===== src/rtl/uart_pkg.sv =====
// Shared UART constants and types used by the receiver, sender and receive FIFO.
package uart_pkg;

  // Byte width shared by receiver, sender and FIFO.
  localparam int unsigned UART_DATA_WIDTH = 8;

  // Default bit period in system clocks.
  localparam int unsigned CLKS_PER_BIT = 87;

  typedef logic [7:0] uart_byte_t;

endpackage : uart_pkg


===== src/rtl/uart_rx_fifo.sv =====
// Receive-side byte FIFO fed by the UART receiver's data-valid strobe.
// A rising edge on i_rx_dv writes one byte; reads return data one clock after i_rd_en.
module uart_rx_fifo
  import uart_pkg::*;
#(
  parameter int unsigned DEPTH      = 16,
  parameter int unsigned DATA_WIDTH = UART_DATA_WIDTH
) (
  input  logic                    i_clk,
  input  logic                    i_rst,
  input  logic                    i_rx_dv,
  input  logic [DATA_WIDTH-1:0]   i_rx_byte,
  input  logic                    i_rd_en,
  input  logic                    i_clr_ovf,
  output logic [DATA_WIDTH-1:0]   o_rd_data,
  output logic                    o_rd_valid,
  output logic                    o_empty,
  output logic                    o_full,
  output logic [$clog2(DEPTH):0]  o_count,
  output logic                    o_overflow
);

  localparam int unsigned AW = $clog2(DEPTH);

  typedef logic [AW-1:0] ptr_t;
  typedef logic [AW:0]   cnt_t;

  logic [DATA_WIDTH-1:0] mem [DEPTH];

  ptr_t                  wr_ptr_q, wr_ptr_d;
  ptr_t                  rd_ptr_q, rd_ptr_d;
  cnt_t                  count_q, count_d;
  logic                  dv_q;
  logic                  ovf_q, ovf_d;
  logic                  rd_valid_q, rd_valid_d;
  logic [DATA_WIDTH-1:0] rd_data_q, rd_data_d;

  logic wr_req, rd_acc, wr_acc, ovf_set;

  assign o_empty    = (count_q == '0);
  assign o_full     = (count_q == cnt_t'(DEPTH));
  assign o_count    = count_q;
  assign o_overflow = ovf_q;
  assign o_rd_valid = rd_valid_q;
  assign o_rd_data  = rd_data_q;

  // Handshake decode and next-state for pointers, occupancy, read port and overflow flag.
  always_comb begin
    wr_req  = i_rx_dv & ~dv_q;
    rd_acc  = i_rd_en & ~o_empty;
    // When full, a same-cycle read frees the slot the write needs.
    wr_acc  = wr_req & (~o_full | rd_acc);
    ovf_set = wr_req & o_full & ~rd_acc;

    wr_ptr_d = wr_ptr_q;
    if (wr_acc) wr_ptr_d = wr_ptr_q + ptr_t'(1);

    rd_ptr_d = rd_ptr_q;
    if (rd_acc) rd_ptr_d = rd_ptr_q + ptr_t'(1);

    case ({wr_acc, rd_acc})
      2'b10:   count_d = count_q + cnt_t'(1);
      2'b01:   count_d = count_q - cnt_t'(1);
      default: count_d = count_q;
    endcase

    rd_valid_d = rd_acc;
    rd_data_d  = rd_acc ? mem[rd_ptr_q] : rd_data_q;

    // Set has priority over clear.
    if (ovf_set)        ovf_d = 1'b1;
    else if (i_clr_ovf) ovf_d = 1'b0;
    else                ovf_d = ovf_q;
  end

  // Control and output registers with synchronous reset.
  always_ff @(posedge i_clk) begin
    if (i_rst) begin
      wr_ptr_q   <= '0;
      rd_ptr_q   <= '0;
      count_q    <= '0;
      dv_q       <= 1'b0;
      ovf_q      <= 1'b0;
      rd_valid_q <= 1'b0;
      rd_data_q  <= '0;
    end else begin
      wr_ptr_q   <= wr_ptr_d;
      rd_ptr_q   <= rd_ptr_d;
      count_q    <= count_d;
      dv_q       <= i_rx_dv;
      ovf_q      <= ovf_d;
      rd_valid_q <= rd_valid_d;
      rd_data_q  <= rd_data_d;
    end
  end

  // Storage array; contents are not reset.
  always_ff @(posedge i_clk) begin
    if (wr_acc && !i_rst) mem[wr_ptr_q] <= i_rx_byte;
  end

endmodule : uart_rx_fifo


===== config.mk =====
export PLATFORM = sky130hd
export DESIGN_NAME = uart_rx_fifo
export DESIGN_NICKNAME = d
export VERILOG_FILES = /design/src/rtl/uart_pkg.sv /design/src/rtl/uart_rx_fifo.sv
export SDC_FILE = /design/constraint.sdc
export NUM_CORES = 1
export LEC_CHECK = 0
export ABC_AREA = 1
export BUFFER_PORTS_ARGS = -buffer_cell sky130_fd_sc_hd__buf_2
export CAP_MARGIN = 10
export CORE_UTILIZATION = 40
export CTS_CLUSTER_DIAMETER = 100
export DETAILED_ROUTE_END_ITERATION = 16
export SLEW_MARGIN = 20
export SYNTH_ARGS = -nofsm -noshare
export SYNTH_HDL_FRONTEND = slang
export SYNTH_SLANG_ARGS = --single-unit

===== constraint.sdc =====
create_clock -name i_clk -period 1.93 [get_ports i_clk]
set_input_delay 0.193 -clock i_clk [delete_from_list [all_inputs] [get_ports i_clk]]
set_output_delay 0.193 -clock i_clk [all_outputs]
set_load 0.01 [all_outputs]

== Yosys cells after proc, flatten, opt, wreduce, memory -nomap -nowiden ==
Memory sizes are Yosys's and may differ from the RTL's. A register that Yosys moved wholly into a read port is not among the register bits.
Cells that the tools add are included.
Word-level totals
  register bits: 16
  bits in latches: 0
  RAM bits: 128
  ROM bits: 0
  bits of input ports: 13
  output and inout port bits: 17
  logic and storage cells: 34
  memories kept: 1
Cells by class
  $add $sub $neg: 4
  multiply operators: 0
  div/mod/pow operators: 0
  $lt $le $gt $ge: 0
  eq/ne operators: 3
  shifts and indexed selects: 0
  multiplexer cells: 5
  bitwise logic cells: 10
  reduce and logical (&&, ||, !) cells: 5
Memories
  mem: words 16, bits a word 8, read ports 1, clocked after Yosys merged registers in 1, write ports 1, line uart_rx_fifo.sv:28  | logic [DATA_WIDTH-1:0] mem [DEPTH];
Operators with widths (number)
  one-hot mux 5 bit (2 select lines): 1
  adder 4 x 1 -> 4 bit, second input constant: 2
  adder 5 x 1 -> 5 bit, second input constant: 1
  bitwise AND 1 bit: 5
  == test 5 bit, second input constant: 1
  logical NOT 5 bit: 1
  subtractor 5 x 1 -> 5 bit, second input constant: 1
  two-way mux 1 bit: 4
  NOT 1 bit: 4
  nonzero test 2 bit: 2
  == test 2 x 1 -> 1 bit, second input constant: 1
  == test 2 bit, second input constant: 1
  logical AND 1 bit: 1
  logical NOT 1 bit: 1
  bitwise OR 1 bit: 1

== Longest topological paths before layout ==
Gate-level depths: netlist of run 1.
  depth in word-level cells: 8
  depth in mapped cells: 13
  gate-level depth less buffers: 13

== Worst setup path after synthesis of run 1 ==
OpenSTA, ideal clock, no wires.
  path type: register to register
  from: reg count_q[4], in the netlist o_count[4]
  to: reg count_q[4], in the netlist o_count[4]
  library setup time: 0.115 ns
  data arrival time: 1.626 ns
  path slack: 0.189 ns
  cell stages (with the launch flop): 12
  buffers on the path: 0
  clock period less this slack: 1.741 ns
  path through: dfxtp_1 inv_1 nand3_2 nand3_2 fa_1 nand3b_1 nand2_1 nand3_1 nand2_1 nand3_1 nand2_1 nor2_1
On the way
  cells in the longest elaborated chain, start to end: 7
RTL lines
  from (decl): line uart_rx_fifo.sv:32  | cnt_t count_q, count_d;
  from (signal assigned): line uart_rx_fifo.sv:89  | count_q <= count_d;
  logical NOT 5 bit: line uart_rx_fifo.sv:40  | assign o_empty = (count_q == '0);
  NOT 1 bit: line uart_rx_fifo.sv:50  | rd_acc = i_rd_en & ~o_empty;
  bitwise AND 1 bit: line uart_rx_fifo.sv:50
  bitwise OR 1 bit: line uart_rx_fifo.sv:52  | wr_acc = wr_req & (~o_full | rd_acc);
  bitwise AND 1 bit: line uart_rx_fifo.sv:52
  == test 2 x 1 -> 1 bit / == test 2 bit (equally long branches): line uart_rx_fifo.sv:61  | case ({wr_acc, rd_acc})
  one-hot mux 5 bit (2 select lines) / nonzero test 2 bit (equally long branches)
Several ways; a longest one is shown, not always the timed one.
A chain may end at the register's enable or synchronous reset.

== Final worst setup path of run 1 ==
  from: reg count_q[1], in the netlist o_count[1]
  to: reg count_q[4], in the netlist o_count[4]
The elaborated chain is that of the path after synthesis.

==> results of run 1 <==
-- cell type report --
cell class	count	area share, %
flip-flops and latches	152	56.10
multi-input cells	398	23.78
clock buffers	19	5.610
inverters	97	4.718
repair buffers	56	4.540
well taps	216	3.502
clock inverters	13	1.751
-- state kept, by name, summed over array words and instances (netlist names) --
signal,cells
dv_q,1
rd_ptr_q,4
mem,128
wr_ptr_q,4
o_overflow,1
o_rd_valid,1
o_rd_data,8
o_count,5
-- through the flow --
stage	total power (W)	setup WS [ns]
after global routing	0.009586	0.02873
after floorplan	0.005323	0.1887
after CTS	0.009071	0.01303
after detailed placement	0.005858	0.03046
after global placement	0.005808	0.1234
final	0.009099	0.1203
-- layout by cell type (no fill, tap or decap), types with 4 or more instances in the layout --
cell       Yosys  routed
nand2_1      185     185
buf_4          7      26
dfxtp_2        0       4
edfxtp_1     128     128
nand2_2        4       4
dfxtp_1       24      20
o21ai_0       16      16
ha_1           8       6
buf_2         12      29
inv_2          5       6
a21oi_1        9       9
nand3_1      101     101
clkinv_1       2       8
nor2_1        64      64
clkbuf_16      0      17
inv_1         90      89
-- cells by family (layout without fill, tap and decap cells) --
| kind of cell | count (synthesis) | in the layout |
|---|---|---|
| xor gates and xnor gates | 3 | 3 |
| DFF | 152 | 152 |
| and+or+nand+nor | 360 | 360 |
| AOI/OAI and AO/OA | 26 | 26 |
| buffers and inverters | 126 | 185 |
| adders and majority gates | 9 | 9 |
-- tightest hold or removal path, delay by kind of cell --
kind	cells	cell delay, ns
AOI/OAI and AO/OA	1	0.05
and+or+nand+nor	1	0.04
buffers and inverters	2	0.11
-- where the power goes --
part / internal [W] / total [W] / switching (W)
clock: 0.00200 / 0.00321 / 0.00122
combinational: 0.000684 / 0.00207 / 0.00138
sequential: 0.00370 / 0.00382 / 0.000117
-- worst paths after layout --
check,from,endpoint,depth (start not counted)
max,o_count[1],o_count[4],11
min,i_clr_ovf,o_overflow,4
max reg2reg,o_count[1],o_count[4],11
min reg2reg,o_overflow,o_overflow,2
-- Yosys cell counts (3+ instances only) --
cell type / n
nor2_1: 64
buf_4: 7
nand2_1: 185
buf_2: 12
inv_1: 90
dfxtp_1: 24
nand2_2: 4
clkbuf_1: 6
buf_6: 4
xor2_1: 3
inv_2: 5
a21oi_1: 9
nand3_1: 101
ha_1: 8
o21ai_0: 16
edfxtp_1: 128
-- layer usage --
layer  up-vias  part of all wire [%]  track usage, %
met5         -                     0               0
met4         0                   1.7           6.085
met3        20                   4.9           4.642
met2       109                    49           31.34
met1      2203                    44           25.13
li1       2279                     -               -
-- what timing repair did --
item,in CTS,in global routing
endpoints found under the hold margin,1,0
buffers inserted,0,1
hold buffers,1,0
resized for setup,0,10
endpoints found under the setup margin,0,2
==> results.txt, run 1 <==
Vias: 4,611
Root Driver: clkbuf_16
Ys Warns: 0
Crit path max fanout: 5
Die ar.: 17,170 µm²
Async set-reset flop share out of synthesis: 0%
DRT Wirelength: 14,850 µm
Post-DP HPWL: 9497 µm
Slowest stage delay, CP: 0.43 ns
TNS Setup: 0 ns
Hold Slack: 0.02978 ns
Fin cells: 951
Global Route Usage Sum: 19.16%
Clock Pin Slew Worst Setup and Hold Paths: 0.06 ns
Pins Over Slew Limit: 0
Final period utilization: 93.76%
Post-Syn Area per Cell: 9.850 µm²
Initial Util: 41.47%
Synth Area in Simple Gates: 22.70%
CP Capture Type: flip-flop
R2r setup slk: 0.12 ns
Slew headroom: 61.63%
Proportion of synthesized area in mux cells: 0%
Initial DRC Count: 450
Cell Area, Placed: 7083 µm²
# setup viols final: 0
Drt first pass iters: 5
Largest net degree at the start of global routing: 35
RSZ-0062 raised after global routing: no
Area of the multi-input gates: 1836 µm²
Fmax: 0.5526 GHz
Clock sinks: 152
Bufs and invs on worst path: 0
Status: complete, no violations
Antenna Nets Post-Route: 0
Leakage: 3.280 nW
Avg WL per Cell: 15.62 µm
Seq/Total Area, Yosys: 64.94%
Gate Count Post-Synth: 676
Main combinational cell family by area after synthesis: simple AND/OR/NAND/NOR gates
Cts bufs inserted: 17
Fin area: 7717 µm²
Standard-cell rows: 46
Main flop type after synthesis: edfxtp_1
Synth Area in Compound Gates: 1.992%
Via-per-instance ratio: 4.849
Worst skew pair latency: 0.41 ns
Initial antenna violation count: 0
Crit-path cells: nor2_4 -> nand3_2 -> nand3_4 -> fa_2 -> nand3b_1 -> nand2_1 -> nand3_1 -> nand2_1 -> nand3_1 -> nand2_1 -> nor2_1
Final hold viol count: 0
CP most frequent cell: nand2_1
Clk buf depth: 2
Worst Tran Pin Value: 0.5720 ns
Vias in the first global route: 4,422
Yosys reg bits: 152
Post-synthesis adder-cell area fraction: 1.804%
Library cells used by synthesis: 23
Syn Nets: 698
Post-synth EDFFs: 128
Min-Delay Path Class: primary input to flip-flop
CTS tree: built
P per Cell Area: 1179 nW/µm²
Area Overhead vs Synth: 15.90%
Die width: 131.0 µm
Arr. time, crit path: 2.11 ns
IO Pins: 30
Worst Setup Start Kind: flip-flop
CP required: 2.23 ns
VDD IR-drop max: 0.0009013 V
Max Cap Viol: 0
Core Area: 16,060 µm²
Post-layout min period: 1.810 ns
Residual DRC: 0
First-pass GRT wire length: 23,690 µm
Register Area: 4329 µm²
NumNets Final: 744
CP top delay family: simple AND/OR/NAND/NOR gates
Ant diodes: 0
Syn Std Cell Area: 6659 µm²
Slowest CP cell: dfxtp_1
Cells after DPL: 917
Layout cells sized above 1: 13.61%
Port Buffers: 29
Htree depth: 4
Worst Clk Skew: 0.005833 ns
Synth Area in XOR/XNOR: 0.3946%
Dominant cells by area after synthesis: edfxtp_1 (58%), nand2_1 (10%), nand3_1 (7.6%)
Top cell type by total area after synthesis: edfxtp_1
Height of the die: 131.0 µm
Filler cell count: 1,496
Critical path type: flip-flop to flip-flop
GPL Wtd Cong: 0.8366
Share of the synthesized area in the top cell type: 57.72%
Gr ovfl total: 0
Fin util: 48.06%
Note: power is estimated with default switching activity, not from simulation.
==> inputs of run 2 (changes only) <==
==> constraint.sdc (replaced) <==
create_clock -name i_clk -period 1.7 [get_ports i_clk]
set_input_delay 0.17 -clock i_clk [delete_from_list [all_inputs] [get_ports i_clk]]
set_output_delay 0.17 -clock i_clk [all_outputs]
set_load 0.01 [all_outputs]
==> run 2 against run 1 <==
The run now ends with setup timing left. Hold slack better by 0.043 ns. Sequential share of layout area down 1.6 points. Clock-buffer cell count up 4. Flip-flop and latch count unchanged. Global-route usage up 0.65 points. Maximum frequency up 5.1%. Setup slack worse by 0.14 ns. Clock power up 20%. Routed wire length up 2.3%. Clock skew up 0.0089 ns. Final cell count up 1.4%. Critical path depth down 5. Highest routed layer unchanged.
==> results.txt, run 2 (synthesized netlist as in run 1, its figures left out) <==
Initial antenna violation count: 0
Clock sinks: 152
Pins Over Slew Limit: 0
Hold path cells: 4
CP top delay family: simple AND/OR/NAND/NOR gates
Port Buffers: 29
Residual DRC: 0
Avg WL per Cell: 15.76 µm
Leakage: 3.376 nW
Worst R2R End: mem[1][5]
Initial Util: 41.47%
Worst R2R Path Depth: 6
Slowest stage delay, CP: 0.54 ns
P per Cell Area: 1351 nW/µm²
CP required: 1.76 ns
Fin area: 7955 µm²
NumNets Final: 757
R2r setup slk: -0.02 ns
Arr. time, crit path: 1.78 ns
Ant diodes: 0
Slew headroom: 56.13%
Vias in the first global route: 4,726
DRT Wirelength: 15,200 µm
Post-DP HPWL: 9904 µm
Endpoint, Worst Hold: o_overflow
Area Overhead vs Synth: 19.47%
Setup repair bufs after CTS: 0
Layout cells sized above 1: 16.98%
Height of the die: 131.0 µm
Highest routed layer: met4
Crit-path cells: nor2_4 -> nand4_1 -> nand2_2 -> inv_2 -> nand2_1 -> nor2_1
Initial DRC Count: 436
FF-to-FF Start: o_count[3]
Fin util: 49.54%
Hold Slack: 0.07325 ns
Fmax: 0.5808 GHz
VDD IR-drop max: 0.0008213 V
Largest Register: mem
Bufs and invs on worst path: 1
DR WL met3: 708 µm
Global Route Usage Sum: 19.81%
Die width: 131.0 µm
Number of stages on the worst setup path: 6
CTS tree: built
Dpl ws: -0.07895 ns
Final setup margin: -0.02164 ns
Worst Tran Pin Value: 0.6556 ns
Crit path max fanout: 8
Max Cap Viol: 0
Final period utilization: 101.3%
# setup viols final: 16
Max reg flops: 128
Cell Area, Placed: 7264 µm²
Die ar.: 17,170 µm²
Hold_sp: i_rd_en
Critical path type: flip-flop to flip-flop
Worst Clk Skew: 0.01471 ns
Cts bufs inserted: 17
Status: finished with violations
Core Area: 16,060 µm²
GPL Wtd Cong: 0.8895
Final hold viol count: 0
Clock Pin Slew Worst Setup and Hold Paths: 0.06 ns
Slowest CP cell: nor2_1
Largest net degree at the start of global routing: 53
Antenna Nets Post-Route: 0
First-pass GRT wire length: 24,430 µm
IO Pins: 30
Post-layout min period: 1.722 ns
Met1 WL: 6975 µm
Drt first pass iters: 5
Failing checks: setup timing
Root Driver: clkbuf_16
Critical Path Source: o_count[3]
Clk buf depth: 2
Via-per-instance ratio: 4.835
Gr ovfl total: 0
CP Capture Type: flip-flop
Standard-cell rows: 46
Worst Setup Start Kind: flip-flop
Most common cell after layout, fill and taps aside: nand2_1
Min-Delay Path Class: primary input to flip-flop
Overall power: 0.01075 W
Met2 wire len: 7177 µm
Vias: 4,661
Commonest cells after routing, fill and taps aside: nand2_1 (182), edfxtp_1 (128), nand3_1 (101)
RSZ-0062 raised after global routing: yes
Worst skew pair latency: 0.43 ns
Htree depth: 4
run 2: cell types whose count changed in the layout (fill, tap and decap cells not counted), moves of 3 or more:
| cell | previous run | this run |
|---|---|---|
| a21oi_1 | 9 | 6 |
| a21oi_2 | 0 | 3 |
| buf_12 | 0 | 4 |
| buf_4 | 26 | 34 |
| clkinv_1 | 8 | 2 |
| nand2_1 | 185 | 182 |
| nand2_2 | 4 | 7 |
run 2: cell type report:
type,instances,area (µm²)
Tap cell,216,270.3
Clock buffer,23,500.5
Timing Repair Buffer,69,500.5
Clock inverter,9,113.9
Inverter,97,364.1
Sequential cell,152,4334
Multi-Input combinational cell,398,1872
Fill cell,1418,8103
run 2: metrics by stage:
stage                     cells   TNS, ns
after CTS                   964  -0.01816
after floorplan             676         0
after global placement      930  -0.01262
final                       964   -0.2327
after global routing        964    -1.318
after detailed placement    930   -0.9772
run 2: report_power, final:
group / internal (W) / total (W) / switching (W) / leakage [nW]
Sequential: 0.00421 / 0.00433 / 0.000117 / 1.35
Combinational: 0.000951 / 0.00258 / 0.00163 / 1.73
Clock: 0.00238 / 0.00384 / 0.00146 / 0.290
Total: 0.00754 / 0.0107 / 0.00321 / 3.38
run 2: worst max-delay path by stage:
stage                 end
3_5_place_dp   o_count[4]
4_1_cts         mem[1][5]
5_1_grt        o_count[4]
3_3_place_gp   o_count[4]
6_report        mem[1][5]
2_1_floorplan  o_count[4]
run 2: timing repair:
action / 4_1_cts / 5_1_grt
hold endpoints to repair: 2 / 0
pin swaps: 0 / 5
cloned: 0 / 0
hold buffers: 2 / 0
endpoints found under the setup margin: 18 / 37
gates resized for setup: 5 / 10
run 2: tightest hold or removal path: stages:
cell and delay, ns:
buf_2 0.09, inv_1 0.05, nand3_1 0.09, a21oi_1 0.06
run 2: metal layers:
| layer | vias up | global-route usage, % |
|---|---|---|
| met2 | 117 | 31.43 |
| met3 | 25 | 4.601 |
| met4 | 0 | 8.587 |
| li1 | 2313 | - |
| met5 | - | 0 |
| met1 | 2206 | 26.00 |
==> inputs of run 3 (changes only) <==
--- a/config.mk
+++ b/config.mk
@@ -15,3 +15,4 @@
 export SYNTH_ARGS = -nofsm -noshare
 export SYNTH_HDL_FRONTEND = slang
 export SYNTH_SLANG_ARGS = --single-unit
+export TNS_END_PERCENT = 1
==> run 3 against run 2 <==
The flow still finishes with violations (setup timing). Sequential share of layout area did not move. Maximum frequency barely moved. Via count increased by 0.19%. Clock skew hardly changed. Final cell count stayed put. Utilization is the same. Clock power about the same. Non-clock buffer count unchanged. Combinational power is essentially flat. Routed wire length fell by 0.28%. Hold slack improved by 0.00061 ns. Sequential power barely moved. Largest cell class unchanged. Largest power group unchanged.
==> results.txt, run 3 (synthesized netlist as in run 1, its figures left out) <==
Status: finished with violations
Failing checks: setup timing
Post-layout min period: 1.722 ns
Initial Util: 41.47%
Slowest stage delay, CP: 0.54 ns
VDD IR-drop max: 0.0008215 V
Htree depth: 4
P per Cell Area: 1351 nW/µm²
Clk pwr share: 35.8%
Residual DRC: 0
NumNets Final: 757
Met1 WL: 6820 µm
Filler cell count: 1,418
Port Buffers: 29
IO Pins: 30
Worst R2R End: mem[1][5]
RSZ-0062 raised after global routing: yes
Fin cells: 964
Final setup margin: -0.02225 ns
DR WL met3: 833 µm
Endpoint, Worst Hold: o_overflow
Root Driver: clkbuf_16
R2r setup slk: -0.02 ns
Critical path type: flip-flop to flip-flop
Crit-path cells: nor2_4 -> nand4_1 -> nand2_2 -> inv_2 -> nand2_1 -> nor2_1
Worst R2R Path Depth: 6
Hold_sp: i_rd_en
Max Cap Viol: 0
Initial antenna violation count: 0
Slowest CP cell: nor2_1
Initial DRC Count: 425
Min-Delay Path Class: primary input to flip-flop
Area Overhead vs Synth: 19.47%
Hold path cells: 4
Worst Tran Pin Value: 0.6544 ns
Fin area: 7955 µm²
Worst skew pair latency: 0.43 ns
Clock Pin Slew Worst Setup and Hold Paths: 0.06 ns
Worst Clk Skew: 0.01461 ns
GPL Wtd Cong: 0.8895
Max reg flops: 128
Sw Ratio: 29.82%
Worst Setup Start Kind: flip-flop
Met2 wire len: 7164 µm
Layout cells sized above 1: 16.98%
CP required: 1.76 ns
Ant diodes: 0
Cts bufs inserted: 17
Global Route Usage Sum: 19.81%
Height of the die: 131.0 µm
Cells after DPL: 930
Commonest cells after routing, fill and taps aside: nand2_1 (182), edfxtp_1 (128), nand3_1 (101)
Die ar.: 17,170 µm²
Largest Register: mem
Fmax: 0.5806 GHz
CP Capture Type: flip-flop
Via-per-instance ratio: 4.844
Core Area: 16,060 µm²
Antenna Nets Post-Route: 0
Die width: 131.0 µm
FF-to-FF Start: o_count[3]
Drt first pass iters: 5
Sw Pwr: 0.003205 W
Clock sinks: 152
First-pass GRT wire length: 24,430 µm
Highest routed layer: met4
Leakage: 3.376 nW
Post-DP HPWL: 9904 µm
Final hold viol count: 0
Gr ovfl total: 0
Largest net degree at the start of global routing: 53
Crit path max fanout: 8
# setup viols final: 16
Arr. time, crit path: 1.78 ns
Cell Area, Placed: 7264 µm²
CP top delay family: simple AND/OR/NAND/NOR gates
Pins Over Slew Limit: 0
Avg WL per Cell: 15.72 µm
Vias: 4,670
Sequential share of power: 40.3%
Standard-cell rows: 46
Clk buf depth: 2
Setup repair bufs after CTS: 0
Internal power: 0.007542 W
DRT Wirelength: 15,150 µm
Number of stages on the worst setup path: 6
Slew headroom: 56.21%
Final period utilization: 101.3%
Combinational share of power: 23.9%
Bufs and invs on worst path: 1
Vias in the first global route: 4,726
CTS tree: built
Most common cell after layout, fill and taps aside: nand2_1
## run 3: worst min-delay path: stages
cell and delay, ns:
buf_2 0.09, inv_1 0.05, nand3_1 0.09, a21oi_1 0.06
## run 3: metrics by stage
stage	setup slack, ns	hold WS, ns	setup TNS [ns]	utilization (%)	power [W]
floorplan	0.001017	0.2689	0	-	0.006094
global placement	-0.01262	0.3946	-0.01262	45.24	0.006829
detailed placement	-0.07895	0.3953	-0.9772	45.24	0.006894
CTS	-0.002992	0.05187	-0.01816	49.28	0.01077
global route	-0.08184	0.08594	-1.317	49.54	0.01131
finish	-0.02225	0.07386	-0.2534	49.54	0.01075
## run 3: what timing repair did
action | CTS | global route
gates resized for setup | 5 | 10
endpoints found under the hold margin | 2 | 0
endpoints found under the setup margin | 18 | 37
hold buffers | 2 | 0
pin swaps | 0 | 4
## run 3: power groups by stage
stage / Combinational [W] / Sequential, W / Clock (W)
2_1_floorplan: 0.00165 / 0.00445 / 0
3_3_place_gp: 0.00245 / 0.00438 / 0
3_5_place_dp: 0.00250 / 0.00439 / 0
4_1_cts: 0.00254 / 0.00433 / 0.00391
5_1_grt: 0.00292 / 0.00434 / 0.00405
6_report: 0.00257 / 0.00433 / 0.00385
## run 3: how the worst max path moves through the flow
stage / start / to / slack (ns)
floorplan: o_count[2] / o_count[4] / 0.001
global placement: dv_q / o_count[4] / -0.01
detailed placement: dv_q / o_count[4] / -0.08
CTS: o_count[3] / mem[1][5] / -0.003
global route: o_count[3] / mem[13][1] / -0.08
finish: o_count[3] / mem[1][5] / -0.02
## run 3: area by class of cell
class | count | area (µm²) | area share, %
Timing Repair Buffer | 69 | 500.5 | 6.291
Sequential cell | 152 | 4334 | 54.48
Tap cell | 216 | 270.3 | 3.397
Clock buffer | 23 | 500.5 | 6.291
Clock inverter | 9 | 113.9 | 1.431
Inverter | 97 | 364.1 | 4.577
Multi-Input combinational cell | 398 | 1872 | 23.53
## run 3: layer usage
layer	up-vias	global-route usage, %
met4	0	8.587
met3	25	4.601
li1	2310	-
met2	132	31.43
met5	-	0
met1	2203	26.00
